`config.mk`:
```
export PLATFORM = sky130hd
export DESIGN_NAME = alu_seq
export DESIGN_NICKNAME = d
export VERILOG_FILES = /design/src/rtl/alu_seq.sv
export SDC_FILE = /design/constraint.sdc
export NUM_CORES = 1
export LEC_CHECK = 0
export CAP_MARGIN = 20
export CORE_UTILIZATION = 62
export DETAILED_ROUTE_END_ITERATION = 6
export PLACE_DENSITY = 0.83
export SKIP_LAST_GASP = 1
export SLEW_MARGIN = 40
export SYNTH_ARGS = -nofsm -noshare
export SYNTH_HDL_FRONTEND = slang
export SYNTH_SLANG_ARGS = --single-unit
```
`constraint.sdc`:
```
create_clock -name clk -period 4.69 [get_ports clk]
set_clock_uncertainty 0.1 [all_clocks]
set_input_delay 0.938 -clock clk [delete_from_list [all_inputs] [get_ports clk]]
set_output_delay 0.938 -clock clk [all_outputs]
set_load 0.05 [all_outputs]
```
`src/rtl/alu_seq.sv`:
```
// Multi-cycle ALU: single-cycle arithmetic/logic ops plus iterative shift-add
// multiply and restoring unsigned divide, with valid/ready on both sides.
module alu_seq #(
  parameter int N = 32
) (
  input  logic         clk,
  input  logic         rst,
  input  logic         in_valid,
  output logic         in_ready,
  input  logic [N-1:0] A,
  input  logic [N-1:0] B,
  input  logic [2:0]   Sel,
  output logic         out_valid,
  input  logic         out_ready,
  output logic [N-1:0] Out,
  output logic [3:0]   flag
);

  localparam int CW = $clog2(N) + 1;

  typedef enum logic [1:0] {IDLE, MUL, DIV, DONE} state_t;

  state_t          state, state_next;
  logic [N-1:0]    a_r, b_r;
  logic [2*N-1:0]  acc, acc_next;
  logic [CW-1:0]   cnt;
  logic            accept, last;

  logic [N:0]      sum_add, sum_sub, mul_sum, div_shift, div_diff;
  logic [N-1:0]    alu_res, it_res;
  logic            alu_c, alu_v, it_c, it_v;

  assign in_ready  = (state == IDLE);
  assign out_valid = (state == DONE);
  assign accept    = in_valid && (state == IDLE);
  assign last      = (cnt == CW'(N - 1));

  // Single-cycle ops, evaluated directly on the presented operands.
  always_comb begin
    sum_add = {1'b0, A} + {1'b0, B};
    sum_sub = {1'b0, A} + {1'b0, ~B} + (N+1)'(1);
    alu_res = '0;
    alu_c   = 1'b0;
    alu_v   = 1'b0;
    case (Sel)
      3'b000: begin
        alu_res = sum_add[N-1:0];
        alu_c   = sum_add[N];
        alu_v   = (A[N-1] == B[N-1]) && (sum_add[N-1] != A[N-1]);
      end
      3'b001: begin
        alu_res = sum_sub[N-1:0];
        alu_c   = sum_sub[N];
        alu_v   = (A[N-1] != B[N-1]) && (sum_sub[N-1] != A[N-1]);
      end
      3'b010:  alu_res = A & B;
      3'b011:  alu_res = A | B;
      3'b101:  alu_res = B;
      3'b111:  alu_res = A ^ B;
      default: alu_res = '0;
    endcase
  end

  // acc is {high product, multiplier} for MUL and {remainder, quotient} for DIV.
  always_comb begin
    mul_sum   = {1'b0, acc[2*N-1:N]} + (acc[0] ? {1'b0, a_r} : '0);
    div_shift = {acc[2*N-1:N], acc[N-1]};
    div_diff  = div_shift - {1'b0, b_r};
    acc_next  = acc;
    it_res    = '0;
    it_c      = 1'b0;
    it_v      = 1'b0;
    case (state)
      MUL: begin
        acc_next = {mul_sum, acc[N-1:1]};
        it_res   = acc_next[N-1:0];
        it_c     = |acc_next[2*N-1:N];
      end
      DIV: begin
        if (!div_diff[N])
          acc_next = {div_diff[N-1:0], acc[N-2:0], 1'b1};
        else
          acc_next = {div_shift[N-1:0], acc[N-2:0], 1'b0};
        it_v   = (b_r == '0);
        it_res = it_v ? '1 : acc_next[N-1:0];
      end
      default: ;
    endcase
  end

  always_comb begin
    state_next = state;
    case (state)
      IDLE: if (accept) begin
        case (Sel)
          3'b100:  state_next = MUL;
          3'b110:  state_next = DIV;
          default: state_next = DONE;
        endcase
      end
      MUL, DIV: if (last) state_next = DONE;
      DONE:     if (out_ready) state_next = IDLE;
      default:  state_next = IDLE;
    endcase
  end

  always_ff @(posedge clk) begin
    if (rst) state <= IDLE;
    else     state <= state_next;
  end

  always_ff @(posedge clk) begin
    if (rst) begin
      a_r  <= '0;
      b_r  <= '0;
      acc  <= '0;
      cnt  <= '0;
      Out  <= '0;
      flag <= '0;
    end else begin
      case (state)
        IDLE: if (accept) begin
          a_r <= A;
          b_r <= B;
          cnt <= '0;
          acc <= {{N{1'b0}}, (Sel == 3'b110) ? A : B};
          if (Sel != 3'b100 && Sel != 3'b110) begin
            Out  <= alu_res;
            flag <= {alu_res[N-1], (alu_res == '0), alu_c, alu_v};
          end
        end
        MUL, DIV: begin
          acc <= acc_next;
          cnt <= cnt + CW'(1);
          if (last) begin
            Out  <= it_res;
            flag <= {it_res[N-1], (it_res == '0), it_c, it_v};
          end
        end
        default: ;
      endcase
    end
  end

endmodule

```
==> results.toml, run 1 <==
[sta]
rsz0062_at_grt = "true"
worstMarginPinSlew_ns = 0.918
setup_viol = 0
timing.hold.ws_ns = 0.353
maxSlewViolCount = 0
worst_slack_ns = 0.0147
hold_viol = 0
period_needed_ns = 4.68
slew-limit-headroom_pct = 38.4
finalCritPeriodShare_pct = 99.7
fmax_mhz = 214

[synth]
ys.flop_type = "dfxtp_1"
synth-seq-cells = 171
postSynthCellCount = 2429
yosysSeqAreaShare_pct = 19.5
synth_fp_nets = 2685
synthesis.area_sq_um = 17600
avgSynthCellArea_sq_um = 7.24
synth_warnings = 0
synth_enable_flop_cells = 0
synth_cell_types = 107
async_flop_share_pct = 0

[setup_path]
worstPathRequired_ns = 4.94
reg2reg_from = "acc[0]"
worstSetupEndpoint = "flag[2]"
r2r_setup_slack_ns = 0.25
worst-setup-path-type = "input port to flip-flop"
worstPathArrival_ns = 4.92
cp_max_fo = 3
start_kind = "input port"
startpoint = "A[0]"
r2r_cells = 18
r2r-end = "flag[1]"
cp-end-kind = "flip-flop"

[routing]
wl_per_cell_microns = 22.8
avgViaCountPerCell = 6.66
antenna_left = 0
drt_pass1_iterations = 7
via_count = 20700
drc_errors = 0
drtIter0Drc = 3015
routed_wl_mm = 70.8

[global_route]
grt_usage_pct = 48.2
grt_start_max_net_pins = 81
grt_pass1_wl_mm = 108
antenna_found_initial = 3
grt_pass1_vias = 19600
gr-total-overflow = 0

[clocking]
cts_max_level = 4
clk_latency_ns = 0.44
clockBufferDepth = 2
clkTransAtPathRegs_ns = 0.07
clockRootBuffer = "clkbuf_16"
cts_tree = "yes"
cts_buffers = 17
clkSinkCount = 171

[floorplanning]
die-area_sq_um = 29000
core_area_sq_um = 27900
rows = 61
ios = 109
die_x_microns = 170
start_util_pct = 63.1
die_h_microns = 170

[final_layout]
utilization_pct = 77.5
fill_cells = 2043
design_area_sq_um = 21600
multi_input_area_sq_um = 13000
regArea_sq_um = 3420
drive_above_1_share_pct = 15.7
nets = 2972
area_growth_pct = 22.8

[placed_design]
dp_hpwl_mm = 54.7
gp_congestion = 1.03
place_ws_ns = -0.373
postPlaceCellArea_sq_um = 20900
port_buffers = 108

[worst_hold_path]
min_path_type = "flip-flop to flip-flop"
hold_path_startpoint = "a_r[27]"

[power_and_ir_drop]
p_per_area_nw_per_um2 = 486
power_leakage_nw = 9.41
ir_drop_uv = 329
p_total_mw = 10.5

[outcome]
status = "complete, no violations"

[flow_run]
maxCapViolCount = 0
## through the flow
| stage | cells | TNS, ns |
|---|---|---|
| floorplan | 2429 | 0 |
| global placement | 3070 | -2.01 |
| finish | 3108 | 0 |
| detailed placement | 3072 | -2.56 |
| CTS | 3104 | -0.0238 |
| global route | 3108 | -0.184 |
## Yosys cell counts, types with 14 or more instances
cell type	n	area, sq um
o21bai_1	24	180
o21a_1	16	120
nor3_1	44	220
o21ai_0	115	576
o221ai_1	14	123
inv_1	150	563
o22ai_1	15	93.8
nor2_1	216	811
nor2b_1	16	100
buf_1	17	63.8
nor4_1	25	156
a221oi_1	30	263
a21o_1	54	405
ha_1	181	2260
o21ai_1	17	85.1
a211oi_1	101	758
a21oi_1	310	1550
and2_1	45	282
clkbuf_1	117	439
dfxtp_1	171	3420
a31oi_1	18	113
a221o_1	15	150
nand4_1	26	163
nand2_1	270	1010
mux2i_1	71	711
xor2_1	17	149
o211ai_1	22	165
nand3_1	34	170
xnor2_1	58	508
## repair_timing
item,CTS,global route
buffers inserted,0,3
resized for setup,0,27
pin swaps,0,13
hold buffers,0,0
endpoints found under the setup margin,1,6
## worst min-delay path by stage
stage / to / cells past startpoint
finish: a_r[27] / 2
global route: a_r[21] / 2
CTS: a_r[21] / 2
detailed placement: a_r[31] / 2
global placement: a_r[23] / 2
floorplan: a_r[0] / 2
## power breakdown
part / total, mW / leakage, nW / switching (mW) / internal (mW)
logic: 6.92 / 7.73 / 4.27 / 2.65
clock network: 1.42 / 0.280 / 0.650 / 0.769
registers: 2.17 / 1.40 / 0.360 / 1.81
## routing by layer
layer | track usage [%] | part of all wire [%] | routed length (microns) | vias to the layer above
met3 | 9.33 | 10 | 7100 | 416
met2 | 77.5 | 43 | 30700 | 1327
met5 | 0 | 0.016 | 11 | -
met1 | 57.3 | 38 | 26800 | 9614
met4 | 35.0 | 8.7 | 6170 | 2
li1 | - | - | - | 9343
## cell type report
| cell class | instances | share of cell area [%] |
|---|---|---|
| inverters | 154 | 2.68 |
| diodes | 1 | 0.0116 |
| repair buffers | 429 | 16.3 |
| clock buffers | 21 | 2.13 |
| flip-flops and latches | 171 | 15.8 |
| clock inverters | 11 | 0.516 |
| well taps | 378 | 2.19 |
| multi-input cells | 1943 | 60.3 |
## cell usage in the layout, fill, tap and decap left out, types with 16 or more instances in the layout
cell / count
a211oi_1: 99
a21o_1: 54
a21oi_1: 306
a221oi_1: 29
a31oi_1: 18
and2_1: 43
buf_4: 319
clkbuf_16: 17
clkdlybuf4s50_1: 105
dfxtp_1: 171
ha_1: 176
inv_1: 150
mux2i_1: 71
nand2_1: 269
nand3_1: 34
nand4_1: 26
nor2_1: 215
nor3_1: 43
nor4_1: 23
o211ai_1: 22
o21a_1: 16
o21ai_0: 111
o21ai_1: 20
o21bai_1: 23
xnor2_1: 58
xor2_1: 17
## cell families (layout without fill, tap and decap cells)
group | count (synthesis) | count (layout) | share of synthesized area [%]
AOI/OAI and AO/OA | 863 | 863 | 32.3
and+or+nand+nor | 746 | 746 | 19.6
buffers and inverters | 315 | 615 | 7.37
adders and majority gates | 185 | 185 | 13.3
DFF | 171 | 171 | 19.5
xor gates and xnor gates | 75 | 75 | 3.74
muxes | 74 | 74 | 4.23
other | 0 | 1 | 0
## registers in the layout (all words and copies together) (netlist names)
name   count
Out       32
a_r       32
acc       64
b_r       32
cnt        6
flag       3
state      2
## critical path, stage by stage
cell and delay [ns]:
clkdlybuf4s50_1 0.51, inv_1 0.08, ha_1 0.25, fa_2 0.62
mux2_2 0.20, a22oi_1 0.08, o21ai_1 0.12, or4b_4 0.50
nor4_4 0.27, nand4_1 0.18, nor4_2 0.32, nand4_1 0.21
nor4_2 0.31, nand4_1 0.14, o41ai_2 0.20
No activity file was read; power rests on OpenSTA's default activity.
==> run 2: changes to the inputs <==
- HOLD_SLACK_MARGIN: not set -> 0.02
==> results of run 2 <==
No change in the layout: final DEF, timing and power equal those of run 1.
